===== config.mk =====
export PLATFORM = sky130hd
export DESIGN_NAME = sr_scan_ctrl
export DESIGN_NICKNAME = d
export VERILOG_FILES = /design/src/rtl/sr_scan_ctrl.sv
export SDC_FILE = /design/constraint.sdc
export NUM_CORES = 1
export LEC_CHECK = 0
export CORE_ASPECT_RATIO = 1.5
export CORE_MARGIN = 3
export CORE_UTILIZATION = 48
export CTS_BUF_LIST = sky130_fd_sc_hd__clkbuf_8
export DETAILED_ROUTE_END_ITERATION = 8
export GPL_ROUTABILITY_DRIVEN = 0
export GPL_TIMING_DRIVEN = 0
export PLACE_DENSITY_LB_ADDON = 0.3
export SYNTH_ARGS = -nofsm -noshare
export SYNTH_HDL_FRONTEND = slang
export SYNTH_SLANG_ARGS = --single-unit

===== constraint.sdc =====
create_clock -name clk -period 2.9 [get_ports clk]
set_clock_uncertainty 0.05 [all_clocks]
set_input_delay 0.29 -clock clk [delete_from_list [all_inputs] [get_ports clk]]
set_output_delay 0.29 -clock clk [all_outputs]
set_load 0.03 [all_outputs]

===== src/rtl/sr_scan_ctrl.sv =====
// sr_scan_ctrl: sequencer for a 74HC595-style shift-register display chain.
// For each column it reads one word from the frame buffer, shifts it out MSB-first on
// serial_data/sclk, pulses rclk to latch it, and then advances the column index.
// Optional feature macro: SR_SCAN_BLANK_EN drives oe_n high while the chain is being updated.
module sr_scan_ctrl #(
    parameter int unsigned DATA_W   = 16,
    parameter int unsigned COL_W    = 6,
    parameter int unsigned NUM_COLS = 64,
    parameter int unsigned SCLK_DIV = 4
) (
    input  logic              clk,
    input  logic              rst_n,
    input  logic              enable,
    output logic              fb_rd,
    output logic [COL_W-1:0]  fb_addr,
    input  logic [DATA_W-1:0] fb_rdata,
    output logic              serial_data,
    output logic              sclk,
    output logic              rclk,
    output logic              oe_n,
    output logic              busy,
    output logic              frame_done
);

    localparam int unsigned TW = (SCLK_DIV > 1) ? $clog2(SCLK_DIV) : 1;
    localparam int unsigned CW = (DATA_W > 1) ? $clog2(DATA_W) : 1;

    localparam logic [TW-1:0]    TimerLoad = TW'(SCLK_DIV - 1);
    localparam logic [CW-1:0]    CountLoad = CW'(DATA_W - 1);
    localparam logic [COL_W-1:0] LastCol   = COL_W'(NUM_COLS - 1);

    localparam logic [2:0] StIdle  = 3'd0;
    localparam logic [2:0] StFetch = 3'd1;
    localparam logic [2:0] StWait  = 3'd2;
    localparam logic [2:0] StShLo  = 3'd3;
    localparam logic [2:0] StShHi  = 3'd4;
    localparam logic [2:0] StLatch = 3'd5;
    localparam logic [2:0] StNext  = 3'd6;

    logic [2:0]        state_q, state_d;
    logic [TW-1:0]     timer_q, timer_d;
    logic [CW-1:0]     count_q, count_d;
    logic [DATA_W-1:0] shreg_q, shreg_d;
    logic [COL_W-1:0]  column_q, column_d;
    logic              serial_q, serial_d;
    logic              frame_done_q, frame_done_d;
    logic              phase_done;

    assign phase_done = (timer_q == '0);

    // Next-state logic: FSM, phase timer, shift register and column index
    always_comb begin
        state_d      = state_q;
        timer_d      = (timer_q != '0) ? timer_q - TW'(1) : timer_q;
        count_d      = count_q;
        shreg_d      = shreg_q;
        column_d     = column_q;
        serial_d     = serial_q;
        frame_done_d = 1'b0;

        case (state_q)
            StIdle: begin
                if (enable) state_d = StFetch;
            end
            StFetch: begin
                state_d = StWait;
            end
            StWait: begin
                // Read data is valid in the cycle after the fetch strobe
                shreg_d = fb_rdata;
                count_d = CountLoad;
                state_d = StShLo;
            end
            StShLo: begin
                if (phase_done) state_d = StShHi;
            end
            StShHi: begin
                if (phase_done) begin
                    if (count_q == '0) begin
                        state_d = StLatch;
                    end else begin
                        shreg_d = shreg_q << 1;
                        count_d = count_q - CW'(1);
                        state_d = StShLo;
                    end
                end
            end
            StLatch: begin
                if (phase_done) state_d = StNext;
            end
            StNext: begin
                column_d     = (column_q == LastCol) ? '0 : column_q + COL_W'(1);
                frame_done_d = (column_q == LastCol);
                state_d      = enable ? StFetch : StIdle;
            end
            default: begin
                state_d = StIdle;
            end
        endcase

        // Every state entry starts a fresh phase
        if (state_d != state_q) timer_d = TimerLoad;

        // Data only changes on entry to the low phase, giving a full phase of setup
        if ((state_d == StShLo) && (state_q != StShLo)) serial_d = shreg_d[DATA_W-1];
    end

    // State registers with asynchronous active-low reset
    always_ff @(posedge clk or negedge rst_n) begin
        if (!rst_n) begin
            state_q      <= StIdle;
            timer_q      <= '0;
            count_q      <= '0;
            shreg_q      <= '0;
            column_q     <= '0;
            serial_q     <= 1'b0;
            frame_done_q <= 1'b0;
        end else begin
            state_q      <= state_d;
            timer_q      <= timer_d;
            count_q      <= count_d;
            shreg_q      <= shreg_d;
            column_q     <= column_d;
            serial_q     <= serial_d;
            frame_done_q <= frame_done_d;
        end
    end

    assign fb_rd       = (state_q == StFetch);
    assign fb_addr     = column_q;
    assign serial_data = serial_q;
    assign sclk        = (state_q == StShHi);
    assign rclk        = (state_q == StLatch);
    assign busy        = (state_q != StIdle);
    assign frame_done  = frame_done_q;

`ifdef SR_SCAN_BLANK_EN
    // Blank the chain from fetch until the latch pulse ends
    assign oe_n = (state_q != StIdle) && (state_q != StNext);
`else
    assign oe_n = 1'b0;
`endif

endmodule

==> results.sh <==
export IMPL_crit_fanout=10
export IMPL_maxSlewViolCount=0
export IMPL_nNetsFinal=222
export IMPL_cts_clk_slew_worst_paths_ps=60
export IMPL_fp_coreArea_mm2=0.00319
export IMPL_final_layout_size_suffix_gt1_share_pct=7.54
export IMPL_ys_warn_count=0
export IMPL_req_time_crit_path_ps=2560
export IMPL_ys_dominant_reg_cell="dfrtp_1"
export IMPL_route_antenna_remaining_nets=0
export IMPL_worst_path_class_setup="flop to primary output"
export IMPL_routedWlPerCell_um=15.1
export IMPL_post_drt_via_cell_ratio=5.80
export IMPL_fmax_mhz=418
export IMPL_area_growth_pct=26.6
export IMPL_ys_seq_area_share_pct=50.8
export IMPL_synth_compound_gate_area_share_pct=19.5
export IMPL_grt_setup_unrepaired="false"
export IMPL_synth_cells=162
export IMPL_power_switching_share_pct=36.3
export IMPL_die_area_mm2=0.00413
export IMPL_max_cap_viol_count=0
export IMPL_synth_mux_area_share_pct=2.93
export IMPL_die_h_um=77.2
export IMPL_final_period_minus_worst_setup_slack_ps=2390
export IMPL_cts_post_setup_buffers_inserted=0
export IMPL_std_cell_rows=25
export IMPL_drtIter0Drc=35
export IMPL_synth_edf_count=0
export IMPL_clock_tree_root_cell="clkbuf_8"
export IMPL_synth_simple_gate_area_share_pct=14.7
export IMPL_clk_latency_ps=280
export IMPL_floorplan_die_width_um=53.5
export IMPL_mappedNetlistNets=185
export IMPL_fin_crit_sh_pct=82.5
export IMPL_layout_cells_most_common="dfrtp_1"
export IMPL_cellLeakagePower_uw=0.000888
export IMPL_drt_pre_antenna_iters=4
export IMPL_buffer_depth_of_the_longest_clock_path=2
export IMPL_ys_ff_latch=33
export IMPL_post_synth_num_cell_types=45
export IMPL_min_path_type="input port to asynchronous set/reset pin"
export IMPL_outcome="complete, no violations"
export IMPL_detail_route_wirelength_um=3610
export IMPL_cp_data_arrival_time_ps=2050
export IMPL_start_kind="flop"
export IMPL_vdd_ir_drop_worst_mv=0.545
export IMPL_power_density_mw_per_mm2=805
export IMPL_synth_xor_area_share_pct=3.24
export IMPL_internal_power_uw=1050
export IMPL_maxSlewHeadroom_pct=51.7
export IMPL_floorplan_initialDensity_pct=50.9
export IMPL_grt_antenna_before_repair=0
export IMPL_final_hold_violation_count=0
export IMPL_cts_repair_resize_count=0
export IMPL_sequential_share_of_power_pct=43.3
export IMPL_setup_total_negative_slack_ps=0
export IMPL_post_synth_instance_area_mm2=0.00162
export IMPL_overall_fraction_of_global_route_tracks_in_use_pct=20.8
export IMPL_place_detailed_hpwl_um=2670
export IMPL_ctsHoldBuffers=0
export IMPL_net_switching_power_uw=601
export IMPL_timing_critical_path_to_type="primary output"
export IMPL_main_combinational_cell_family_by_area_after_synthesis="compound AO/OA/AOI/OAI gates"
export IMPL_tightest_slew_ps=725
export IMPL_vias_in_the_first_global_route=1352
export IMPL_num_io_pins=32
export IMPL_commonest_cells_after_routing_fill_and_taps_aside="dfrtp_1 (33), clkdlybuf4s50_1 (29), nand2_1 (18)"
export IMPL_power_share_clock_pct=20.7
export IMPL_number_of_remaining_drc_errors=0
export IMPL_synthArstFlopShare_pct=100
export IMPL_syn_avg_cell_area_um2=10.0
export IMPL_setup_viol=0
export IMPL_grt_overflow_total=0
export IMPL_cts_num_sinks=33
export IMPL_synth_adder_area_share_pct=3.08
export IMPL_detailroute_via_count=1386
export IMPL_first_pass_grt_wire_length_um=6190
export IMPL_cts_buffers_inserted=5
export IMPL_power_combinational_fraction_pct=35.9
export IMPL_total_power_uw=1660
export IMPL_tritoncts="built"
export IMPL_num_antenna_cells=0
export IMPL_clock_tree_htree_level_count=2
export IMPL_grt_start_max_net_pins=34
export IMPL_buffer_ports_inserted=30
-- cells by family (layout without fill, tap and decap cells) --
kind of cell,Yosys count,count (layout)
buf+inv,22,59
fa+ha+maj,4,4
simple gates,44,44
flops,33,33
other cells,1,1
mux,4,4
compound gates,48,48
xor+xnor,6,6
-- metrics by stage --
step	utilization, %	area (um^2)	worst slack [ps]	hold WS, ps	cells
floorplan	-	1620	706	-55.6	162
global placement	61.9	1970	775	414	232
detailed placement	61.7	1970	671	341	232
CTS	64.4	2060	505	34.2	239
global route	64.4	2060	410	41.5	239
finish	64.4	2060	507	10.5	239
-- routing by layer --
metal,global-route usage [%],vias to the layer above,part of all wire [%]
li1,-,650,-
met1,24.1,685,40
met2,33.5,45,52
met3,6.60,6,5.9
met4,9.97,0,2.1
met5,0,-,0
-- power groups by stage --
stage | sequential [uW] | clock (uW) | combinational [uW]
after CTS | 715 | 357 | 598
after detailed placement | 721 | 0 | 598
after global placement | 710 | 0 | 566
after floorplan | 725 | 0 | 395
after global routing | 736 | 375 | 672
final | 717 | 343 | 595
-- critical path, stage by stage, from the launching register on --
cell,delay [ps]
dfrtp_1,380
clkbuf_1,300
nor3b_1,350
clkdlybuf4s50_1,740
-- area by class of cell --
class / count / area, um^2
buffer: 13 / 55.1
clock buffer: 6 / 82.6
clock inverter: 1 / 3.75
fill: 272 / 1130
inverter: 9 / 33.8
multi-input combinational: 107 / 709
sequential: 33 / 826
tap: 40 / 50.0
timing repair buffer: 30 / 295
-- synth_stat cells (2+ instances only) --
library cell  number  area [um^2]
dfrtp_1           33          826
nand2_1           18         67.6
o21ai_0           17         85.1
a22oi_1           15          113
clkbuf_1          10         37.5
inv_1              9         33.8
and3_1             5         31.3
nor2_1             5         18.8
ha_1               4         50.1
xnor2_1            4         35.0
a21oi_1            3         15.0
a311oi_1           2         17.5
mux2_2             2         22.5
nor3_1             2         10.0
nor3b_1            2         15.0
xor2_1             2         17.5
-- state kept, by name, indices dropped and copies added, names as in the netlist --
name,count
frame_done,1
count_q,4
timer_q,2
serial_data,1
state_q,3
fb_addr,6
shreg_q,16
-- final timing paths --
check	end	slack, ps	depth (start not counted)	startpoint
max	fb_rd	510	3	state_q[0]$_DFF_PN0_
min	state_q[2]$_DFF_PN0_	10	1	rst_n
max reg2reg	count_q[0]$_DFFE_PN0P_	670	6	count_q[0]$_DFFE_PN0P_
min reg2reg	shreg_q[8]$_DFFE_PN0P_	440	2	shreg_q[8]$_DFFE_PN0P_
max in group asynchronous	shreg_q[12]$_DFFE_PN0P_	2320	1	rst_n
min in group clk	shreg_q[8]$_DFFE_PN0P_	440	2	shreg_q[8]$_DFFE_PN0P_
Note: power is estimated with default switching activity, not from simulation.
